===== config.mk =====
export PLATFORM = sky130hd
export DESIGN_NAME = regfile_scoreboard
export DESIGN_NICKNAME = d
export VERILOG_FILES = /design/src/rtl/regfile_scoreboard.sv
export SDC_FILE = /design/constraint.sdc
export NUM_CORES = 1
export LEC_CHECK = 0
export BUFFER_PORTS_ARGS = -buffer_cell sky130_fd_sc_hd__buf_4
export CORE_MARGIN = 4
export CORE_UTILIZATION = 35
export CTS_CLUSTER_SIZE = 10
export DETAILED_ROUTE_END_ITERATION = 6
export HOLD_SLACK_MARGIN = 0.06
export PLACE_DENSITY_LB_ADDON = 0.1
export SYNTH_ARGS = -nofsm -noshare
export SYNTH_HDL_FRONTEND = slang
export SYNTH_SLANG_ARGS = --single-unit

===== constraint.sdc =====
create_clock -name clk -period 3.6 [get_ports clk]
set_clock_uncertainty 0.1 [all_clocks]
set_input_delay 0.54 -clock clk [delete_from_list [all_inputs] [get_ports clk]]
set_output_delay 0.54 -clock clk [all_outputs]
set_load 0.03 [all_outputs]

===== src/rtl/regfile_scoreboard.sv =====
// Register file with writeback bypass and per-register pending-write counters.
// Generates the issue stall for RAW hazards against in-flight writes.
module regfile_scoreboard #(
  parameter int DATA_W     = 16,
  parameter int NUM_REGS   = 16,
  parameter int NUM_RD     = 2,
  parameter int PIPE_DEPTH = 3,
  localparam int AW = $clog2(NUM_REGS),
  localparam int CW = $clog2(PIPE_DEPTH + 1)
) (
  input  logic                     clk,
  input  logic                     rst,
  input  logic                     halt_sys,
  input  logic                     issue_valid,
  input  logic [NUM_RD*AW-1:0]     issue_rd_addr,
  input  logic [NUM_RD-1:0]        issue_rd_used,
  input  logic                     issue_wr_en,
  input  logic [AW-1:0]            issue_wr_addr,
  input  logic                     issue_r0_en,
  output logic                     stall,
  output logic                     issue_fire,
  output logic [NUM_RD*DATA_W-1:0] rd_data,
  input  logic                     wb_en,
  input  logic [AW-1:0]            wb_addr,
  input  logic [DATA_W-1:0]        wb_data,
  input  logic                     wb_r0_en,
  input  logic [DATA_W-1:0]        wb_r0_data,
  input  logic                     wb_kill,
  output logic [NUM_REGS-1:0]      busy_vec,
  output logic                     sb_err
);

  logic [DATA_W-1:0] regs    [NUM_REGS];
  logic [CW-1:0]     cnt     [NUM_REGS];
  logic [CW-1:0]     cnt_nxt [NUM_REGS];

  logic                wr_main;
  logic                wr_r0;
  logic                hazard;
  logic                err_set;
  logic [NUM_REGS-1:0] inc;
  logic [NUM_REGS-1:0] dec;
  logic [NUM_REGS-1:0] wb_hit;
  logic [NUM_REGS-1:0] hz;

  assign wr_main = wb_en & ~wb_kill & ~halt_sys;
  assign wr_r0   = wb_r0_en & ~wb_kill & ~halt_sys;

  // A register hazards unless its last pending write lands this cycle.
  always_comb begin
    wb_hit   = '0;
    hz       = '0;
    busy_vec = '0;
    for (int i = 0; i < NUM_REGS; i++) begin
      wb_hit[i]   = (wr_main & (wb_addr == AW'(i)))
                  | (wr_r0 & (i == 0));
      busy_vec[i] = (cnt[i] != '0);
      hz[i]       = busy_vec[i]
                  & ~((cnt[i] == CW'(1)) & wb_hit[i]);
    end
  end

  always_comb begin
    hazard = 1'b0;
    for (int k = 0; k < NUM_RD; k++) begin
      if (issue_rd_used[k] && hz[issue_rd_addr[k*AW +: AW]])
        hazard = 1'b1;
    end
  end

  assign stall      = halt_sys | (issue_valid & hazard);
  assign issue_fire = issue_valid & ~stall;

  always_comb begin
    rd_data = '0;
    for (int k = 0; k < NUM_RD; k++) begin
      rd_data[k*DATA_W +: DATA_W] = regs[issue_rd_addr[k*AW +: AW]];
      if (wr_main && wb_addr == issue_rd_addr[k*AW +: AW])
        rd_data[k*DATA_W +: DATA_W] = wb_data;
      if (wr_r0 && issue_rd_addr[k*AW +: AW] == '0)
        rd_data[k*DATA_W +: DATA_W] = wb_r0_data;
    end
  end

  // Multiple hits on one register collapse to a single +1 / -1.
  always_comb begin
    err_set = 1'b0;
    inc     = '0;
    dec     = '0;
    for (int i = 0; i < NUM_REGS; i++) begin
      inc[i] = issue_fire
             & ((issue_wr_en & (issue_wr_addr == AW'(i)))
             | (issue_r0_en & (i == 0)));
      dec[i] = (wb_en & (wb_addr == AW'(i)))
             | (wb_r0_en & (i == 0));
      cnt_nxt[i] = cnt[i];
      if (inc[i] && !dec[i]) begin
        if (cnt[i] == CW'(PIPE_DEPTH))
          err_set = 1'b1;
        else
          cnt_nxt[i] = cnt[i] + CW'(1);
      end else if (dec[i] && !inc[i]) begin
        if (cnt[i] == '0)
          err_set = 1'b1;
        else
          cnt_nxt[i] = cnt[i] - CW'(1);
      end
    end
  end

  always_ff @(posedge clk) begin
    if (rst) begin
      sb_err <= 1'b0;
      for (int i = 0; i < NUM_REGS; i++) begin
        regs[i] <= '0;
        cnt[i]  <= '0;
      end
    end else begin
      if (!halt_sys && err_set)
        sb_err <= 1'b1;
      for (int i = 0; i < NUM_REGS; i++) begin
        if (!halt_sys)
          cnt[i] <= cnt_nxt[i];
        if (wr_r0 && i == 0)
          regs[i] <= wb_r0_data;
        else if (wr_main && wb_addr == AW'(i))
          regs[i] <= wb_data;
      end
    end
  end

endmodule


# ---- After elaboration in Yosys (flattened, before gate mapping)
# Memories as Yosys holds them, arrays and structs flattened.
# Cells that the tools add are included.
dict set report word_totals {
  reg_bits 1
  mem_bits_rw 288
  input_bits 59
  output_inout_bits 51
  wordCells 611
  memories 2
}
dict set report classes {
  n_addsub 32
  order_cmp 2
  n_eq_ne 64
  n_mux 228
  n_bitwise 158
  reduce_logical 124
}
# memory words width rd rd_clocked_by_memory_dff write_ports line
set memory_table {}
lappend memory_table {regs 16 16 2 0 16 33} ;# logic [DATA_W-1:0] regs [NUM_REGS];
lappend memory_table {cnt 16 2 16 0 16 34} ;# logic [CW-1:0] cnt [NUM_REGS];
# operator n
set op_table {}
lappend op_table {{2-to-1 mux 16 bit} 21}
lappend op_table {{2-to-1 mux 2 bit} 80}
lappend op_table {{2-to-1 mux 1 bit} 125}
lappend op_table {{bitwise AND 1 bit} 102}
lappend op_table {{equality test 4 bit (second input constant)} 16}
lappend op_table {{logical AND 1 bit} 55}
lappend op_table {{bitwise OR 1 bit} 37}
lappend op_table {{zero test 1 bit} 33}
lappend op_table {{adder 2 x 1 -> 2 bit (second input constant)} 16}
lappend op_table {{equality test 2 x 1 -> 1 bit (second input constant)} 16}
lappend op_table {{equality test 2 bit (second input constant)} 16}
lappend op_table {{equality test 4 x 3 -> 1 bit (second input constant)} 8}
lappend op_table {{zero test 2 bit} 16}
lappend op_table {{nonzero test 2 bit} 16}
lappend op_table {{subtractor 2 x 1 -> 2 bit (second input constant)} 16}
lappend op_table {{inverter 1 bit} 19}
lappend op_table {{equality test 4 x 2 -> 1 bit (second input constant)} 4}
lappend op_table {{zero test 4 bit} 4}
lappend op_table {{less-than comparator 4 x 5 -> 1 bit (second input constant)} 2}
lappend op_table {{binary-select mux 1 bit (select 4 bit)} 2}
lappend op_table {{equality test 4 x 1 -> 1 bit (second input constant)} 2}
lappend op_table {{equality test 4 bit} 2}

# ---- Logic depth before layout (Yosys ltp)
# Gate-level depths: netlist of the first run.
dict set report logic_depth {
  depth_word 68
  ltp_mapped 14
  ltp_nobuf 11
}

# ---- Least setup slack after synthesis of the first run
# No wires, ideal clock.
dict set report synth_path {
  path_kind {in2out}
  from {in issue_rd_addr[0]}
  to {out rd_data[10]}
  arrival_time_ns 3.167
  required_ns 2.960
  path_slack_ns -0.207
  path_stages 8
  path_buffers 4
  cell_sequence {clkbuf_1 > buf_2 > buf_2 > xor2_1 > nor4_2 > buf_2 > mux2i_1 > a21oi_1}
}
dict set report synth_via {
  elab_chain_cells 4
  word_cells_on_any_way 7
  cone_classes {eq/ne (1); mux (2); reduce/logical (3); memory (1)}
}
# item line
set synth_rtl {}
lappend synth_rtl {{start, declared} 15} ;# input logic [NUM_RD*AW-1:0] issue_rd_addr,
lappend synth_rtl {{branches (longest 3 deep; another with memory (16 x 16 bit))} --}
lappend synth_rtl {{2-to-1 mux 16 bit (*)} 80} ;# if (wr_r0 && issue_rd_addr[k*AW +: AW] == '0)
lappend synth_rtl {{end, declared} 22} ;# output logic [NUM_RD*DATA_W-1:0] rd_data,
# Every way passes the cells marked *.

==> metrics.md, run 1 <==
| Metric | Value |
|---|---|
| Status | `completed` |
| Mux share of post-synthesis cell area | `0.229` |
| Worst vdd ir | `311 uV` |
| Most used DFF post-synth | `edfxtp_1` |
| H-tree depth | `2` |
| Simple-gate portion of the synthesized area | `0.123` |
| Mean routed wirelength per cell | `around 27 um` |
| Place WS | `approximately 0.037 ns` |
| Critical Path Fanout Max | `5` |
| Detailed Routing Iterations Pass 1 | `5` |
| Critical path's largest stage delay | `slightly above 0.4 ns` |
| Worst Reg-to-Reg Cells | `12` |
| Fin crit period | `~3.5 ns` |
| Worst-path clk slew | `approximately 0.060 ns` |
| FF+latch count, synth | `just under 300` |
| Hold Crit Class | `input port to flip-flop` |
| Yosys top cell by area | `edfxtp_1` |
| Fmax achieved | `between 0.2 and 0.3 GHz` |
| Async SR Flop Fraction | `0` |
| I/O pins | `between 100 and 150` |
| Global-route congestion overflow total | `0` |
| Area of the die | `approximately 0.054 mm2` |
| Nature of the critical path endpoint | `output pin` |
| Mapped Area | `0.0175 mm2` |
| Post-Synth Adder-Cell Area | `0.0343` |
| Largest family of logic cells by synthesized area | `multiplexers` |
| Period utilization | `0.971` |
| First-pass GRT wire length | `around 87,000 um` |
| WHS Endpoint | `regs[0][0]$_SDFFCE_PN0P_` |
| Critical path buffers and inverters | `3` |
| Post-DP HPWL | `slightly above 40,000 um` |
| Non-Filler Instances | `between 2,000 and 2,500` |
| Utilization after layout | `0.421` |
| Footprint of the multi-input gates | `0.00817 mm2` |
| CP arrival | `roughly 2.9 ns` |
| Core Region | `0.0492 mm2` |
| Complex-gate fraction of the synthesized area | `0.0647` |
| Cell Rows | `81` |
| Final hold violation count | `0` |
| HP Start | `wb_r0_data[0]` |
| Crit. path cell count | `10` |
| Die Width | `232 um` |
| Crit Path Category | `flip-flop to output pin` |
| Crit start category | `flip-flop` |
| Largest net degree at the start of global routing | `53` |
| Initial DRC Count | `1,085` |
| Die extent in y | `approximately 230 um` |
| Seq/Total Area, Yosys | `0.495` |
| Setup violations, final | `0` |
| Share of cells above drive strength 1 | `0.300` |
| RePlAce Congestion | `just over 0.9` |
| Vias in the first global route | `12,614` |
| Clock Latency Late Sink | `approximately 0.55 ns` |
| Sink Count | `289` |
| Post-route DRC violation count | `0` |
| Post-route setup slack | `~0.10 ns` |
| Syn Area/Cell | `~13 um2` |
| Pwr Density | `around 440 mW/mm2` |
| Cell chain of the critical path | `inv_1, ha_1, a41oi_1, a211oi_1, a211oi_1, o311ai_2, buf_4, nand2_2, a21o_1, buf_4` |
| Total CTS buffers | `36` |
| Vias | `around 12,000` |
| Clk buf depth | `3` |
| Commonest non-fill, non-tap cell in the layout | `edfxtp_1` |
| Share of the synthesized area in the top cell type | `0.494` |
| LEAKAGE | `0.00742 uW` |
| Final #Nets | `1,612` |
| Root buf cell | `clkbuf_16` |
| Filler Cell Count | `4,653` |
| Post-synth EDFFs | `between 200 and 300` |
| Relative max-transition margin | `0.534` |
| PortBufs | `between 100 and 150` |
| CTS tree | `done` |
| Reg2reg end | `cnt[1][11]$_SDFFCE_PP0P_` |
| Slew Limit Fails | `0` |
| Syn Nets | `1,472` |
| Initial antenna violation count | `1` |
| Synth Area in XOR/XNOR | `0.0110` |
| Post-synthesis instance total | `~1,400` |
| # placed instances | `between 2,000 and 2,500` |
| Reg area | `about 0.0087 mm2` |
| Hold_buf cts | `0` |
| DR vias/cell | `5.66` |
| Final wirelength | `59,500 um` |
| FF-to-FF setup slack | `~0.35 ns` |
| Ant diodes | `0` |
| Total GRT Usage | `0.221` |
| Worst slew pin tran | `about 0.70 ns` |
| Crit-path leading delay family | `compound AO/OA/AOI/OAI gates` |
| Worst hold path stage count | `3` |
| Most frequent cells in the layout | `edfxtp_1 (288), nor2_1 (247), buf_4 (205), mux4_2 (160)` |
| Area Growth Syn to Fin | `18.3%` |
| Antenna Nets Post-Route | `0` |
| Initial core utilization | `0.356` |
| Max Cap Viol | `0` |
| Synthesis Warnings | `0` |
| Critical Path RT | `roughly 3 ns` |
| Critical-path top delay cell | `edfxtp_1` |
| R2R Path Start | `cnt[0][6]$_SDFFCE_PN0P_` |
| Synth area leaders | `edfxtp_1 (49%), mux4_2 (21%), nor2_1 (5.3%)` |
| Post-synth cell types | `73` |
[synth_stat cells, types with 10 or more instances]
| library cell | instances |
|---|---|
| o21bai_1 | 21 |
| buf_1 | 11 |
| clkbuf_1 | 81 |
| buf_2 | 15 |
| nand2_1 | 70 |
| nand2b_1 | 35 |
| ha_1 | 48 |
| nand4_1 | 10 |
| edfxtp_1 | 288 |
| a211oi_1 | 12 |
| mux4_2 | 160 |
| mux2i_1 | 41 |
| inv_1 | 70 |
| xnor2_1 | 15 |
| a21oi_1 | 70 |
| nand3_1 | 29 |
| nor2_1 | 247 |
[worst max-delay path by stage]
stage / start / endpoint / slack (ns)
after CTS: cnt[1][8]$_SDFFCE_PP0P_ / stall / 0.08
after global placement: wb_kill / cnt[0][13]$_SDFFCE_PN0P_ / 0.1
final: cnt[0][6]$_SDFFCE_PN0P_ / stall / 0.10
after global routing: cnt[1][8]$_SDFFCE_PP0P_ / stall / -0.006
after detailed placement: halt_sys / cnt[1][14]$_SDFFCE_PP0P_ / 0.04
after floorplan: issue_rd_addr[0] / rd_data[10] / 0.04
[power breakdown]
group          internal (uW)  switching, uW
combinational            752            961
clock                   1860           1410
sequential              3950            111
[per-layer routing]
layer  wire length, um  up-vias  global-route usage
met1             24500     6399               0.293
met3              3380       93              0.0256
met2             29900      413               0.382
li1                  -     5438                   -
met4              1670        0              0.0661
met5                 0        -                   0
[flip-flops by register name, indices dropped and copies added (netlist names)]
name    cells
cnt        32
regs      256
sb_err      1
[metrics by stage]
stage,instance area [um2],power (uW),setup TNS (ns),hold slack (ns)
after floorplan,17600,5160,0,0.491
after global placement,19700,5830,0,0.514
after detailed placement,19700,5840,0,0.519
after CTS,20700,9150,0,0.209
after global routing,20700,9400,-0.00564,0.259
final,20700,9050,0,0.243
[kinds of logic (layout without fill, tap and decap cells)]
kind of cell / count (synthesis) / count (layout)
simple gates: 456 / 456
buf+inv: 185 / 338
xor+xnor: 22 / 22
compound gates: 164 / 164
fa+ha+maj: 48 / 48
mux: 201 / 201
flops: 289 / 289
[worst min-delay path: cells and delay by family]
kind,cells,cell delay [ns]
AOI/OAI and AO/OA,1,0.11
buffers and inverters,1,0.10
and+or+nand+nor,1,0.04
[final cells by class]
type	count	share of cell area
multi-input combinational	891	0.395
sequential	289	0.418
inverter	71	0.0129
clock inverter	6	0.00296
timing repair buffer	216	0.0849
tap	664	0.0401
clock buffer	45	0.0461
[repair_timing]
| item | CTS | global route |
|---|---|---|
| buffers inserted | 0 | 5 |
| resized for setup | 0 | 1 |
| setup endpoints to repair | 0 | 2 |
Power figures use the tool's default switching activity.
==> run 2: changes to the inputs <==
--- a/config.mk
+++ b/config.mk
@@ -5,6 +5,7 @@
 export SDC_FILE = /design/constraint.sdc
 export NUM_CORES = 1
 export LEC_CHECK = 0
+export ABC_CLOCK_PERIOD_IN_PS = 3600
 export BUFFER_PORTS_ARGS = -buffer_cell sky130_fd_sc_hd__buf_4
 export CORE_MARGIN = 4
 export CORE_UTILIZATION = 35
@@ -12,6 +13,7 @@
 export DETAILED_ROUTE_END_ITERATION = 6
 export HOLD_SLACK_MARGIN = 0.06
 export PLACE_DENSITY_LB_ADDON = 0.1
+export SLEW_MARGIN = 0
 export SYNTH_ARGS = -nofsm -noshare
 export SYNTH_HDL_FRONTEND = slang
 export SYNTH_SLANG_ARGS = --single-unit
==> constraint.sdc (replaced) <==
create_clock -name clk -period 3.6 [get_ports clk]
set_clock_uncertainty 0.1 [all_clocks]
set_input_delay 0.18 -clock clk [delete_from_list [all_inputs] [get_ports clk]]
set_output_delay 0.18 -clock clk [all_outputs]
set_load 0.03 [all_outputs]
==> run 2 against run 1 <==
Net effect: critical path depth decreased by 1; critical path type is now input port to output pin; non-clock buffer count grew 8; clock power grew 7.3%; sequential share of layout area shrank 0.36 points; utilization rose by 0.36 points; via count is 1.9% higher; register-to-register slack improved by 0.04 ns; sequential power about the same; setup slack improved by 0.052 ns; cell area is 0.86% higher; final cell count is 0.64% higher.
==> metrics.md, run 2 (synthesis gave the netlist of run 1 again) <==
| Metric | Value |
|---|---|
| Commonest non-fill, non-tap cell in the layout | `edfxtp_1` |
| Area of the die | `about 0.054 mm2` |
| Sum of negative setup slack | `0 ns` |
| Die Width | `232 um` |
| Global-route congestion overflow total | `0` |
| Largest reg by FF count | `regs` |
| Status | `completed` |
| Largest net degree at the start of global routing | `60` |
| LEAKAGE | `between 0.007 and 0.008 uW` |
| Final total power | `between 9000 and 10,000 uW` |
| Critical-path top delay cell | `or3_1` |
| Crit-path leading delay family | `buffers and inverters` |
| First-pass GRT wire length | `90,700 um` |
| Hold_ws | `about 0.14 ns` |
| Slew Limit Fails | `0` |
| Hold Crit Class | `input port to flip-flop` |
| RePlAce Congestion | `0.926` |
| Final hold violation count | `0` |
| PortBufs | `109` |
| Final wirelength | `around 62,000 um` |
| Critical Path Fanout Max | `17` |
| Vias | `12,579` |
| Most frequent cells in the layout | `edfxtp_1 (288), nor2_1 (247), buf_4 (180), mux4_2 (160)` |
| I/O pins | `110` |
| Ant diodes | `0` |
| Non-Filler Instances | `about 2,200` |
| CP arrival | `3.16 ns` |
| Initial core utilization | `0.356` |
| Antenna Nets Post-Route | `0` |
| Share of cells above drive strength 1 | `0.275` |
| Fmax achieved | `a little under 0.3 GHz` |
| DR vias/cell | `5.73` |
| Fin crit period | `between 3 and 4 ns` |
| # placed instances | `about 2,100` |
| HP Start | `wb_data[5]` |
| Biggest regs | `regs (256), cnt (32), sb_err (1)` |
| Relative max-transition margin | `0.328` |
| Pwr Density | `around 440 mW/mm2` |
| Cell Rows | `81` |
| Worst slew pin tran | `~1.0 ns` |
| Root buf cell | `clkbuf_16` |
| Critical path's largest stage delay | `0.77 ns` |
| CTS tree | `done` |
| Post-route DRC violation count | `0` |
| Critical Path RT | `3.32 ns` |
| Initial DRC Count | `1,022` |
| Max Cap Viol | `0` |
| Critical path buffers and inverters | `5` |
| Area Growth Syn to Fin | `19.4%` |
| Period utilization | `0.957` |
| Worst-path clk slew | `~0.060 ns` |
| R2R Path Start | `cnt[1][8]$_SDFFCE_PP0P_` |
| Total CTS buffers | `37` |
| Die extent in y | `~230 um` |
| Setup violations, final | `0` |
| Vias in the first global route | `around 13,000` |
| Clk buf depth | `3` |
| Max reg flops | `about 260` |
| Worst vdd ir | `339 uV` |
| Initial antenna violation count | `0` |
| Setup crit start | `halt_sys` |
| Cell chain of the critical path | `dlygate4sd3_1, buf_4, nor2_1, buf_4, nand2_1, or3_1, buf_4, a21oi_1, buf_4` |
| Final #Nets | `around 1,600` |
| Top cell by count, worst path | `buf_4` |
| Core Region | `just under 0.05 mm2` |
| Reg area | `0.00867 mm2` |
| Clock Latency Late Sink | `roughly 0.56 ns` |
| Filler Cell Count | `~4,600` |
| Footprint of the multi-input gates | `approximately 0.008 mm2` |
| Detailed Routing Iterations Pass 1 | `6` |
| H-tree depth | `2` |
| Mean routed wirelength per cell | `between 20 and 30 um` |
| # Post-CTS Setup Buffers | `0` |
| Crit Path Category | `input port to output pin` |
| Post-DP HPWL | `41,500 um` |
| Sink Count | `about 290` |
| Total GRT Usage | `0.232` |
| RSZ-0062 raised after global routing | `false` |
| Nature of the critical path endpoint | `output pin` |
| Crit start category | `input port` |
run 2: what timing repair did:
| action | 4_1_cts | 5_1_grt |
|---|---|---|
| hold buffers | 34 | 0 |
| endpoints found under the setup margin | 0 | 4 |
| resized for setup | 0 | 2 |
| hold endpoints to repair | 29 | 0 |
run 2: layout make-up:
cell class / instances / share of cell area
Clock buffer: 50 / 0.0477
Clock inverter: 7 / 0.00539
Inverter: 71 / 0.0128
Multi-Input combinational cell: 891 / 0.389
Sequential cell: 289 / 0.415
Tap cell: 664 / 0.0398
Timing Repair Buffer: 224 / 0.0905
run 2: path summary, 6_finish.rpt:
kind	end	slack, ns	depth (start not counted)
hold reg to reg	sb_err$_SDFFE_PP0P_	0.51	3
hold / removal	regs[4][5]$_SDFFCE_PN0P_	0.14	3
setup reg to reg	cnt[0][13]$_SDFFCE_PN0P_	0.39	12
setup / recovery	rd_data[13]	0.16	9
run 2: metal layers:
metal	global-route usage	up-vias	routed length [um]
met5	0	-	0
met2	0.403	432	31300
met1	0.294	6559	25100
met3	0.0334	116	3350
li1	-	5472	-
met4	0.0865	0	2490
run 2: stage by stage:
| stage | worst slack (ns) | util | instance area [um2] |
|---|---|---|---|
| 2_1_floorplan | 0.513 | - | 17500 |
| 3_3_place_gp | 0.182 | 0.396 | 19400 |
| 3_5_place_dp | 0.146 | 0.396 | 19400 |
| 4_1_cts | 0.173 | 0.425 | 20900 |
| 5_1_grt | 0.0587 | 0.425 | 20900 |
| 6_report | 0.156 | 0.425 | 20900 |
run 2: power breakdown:
part	internal (uW)	switching, uW
sequential	3950	110
combinational	743	977
clock	2080	1440
total	6770	2530
run 2: worst min-delay path: cells and delay by family:
kind / cells / cell delay (ns)
buf+inv: 1 / 0.11
simple gates: 2 / 0.38
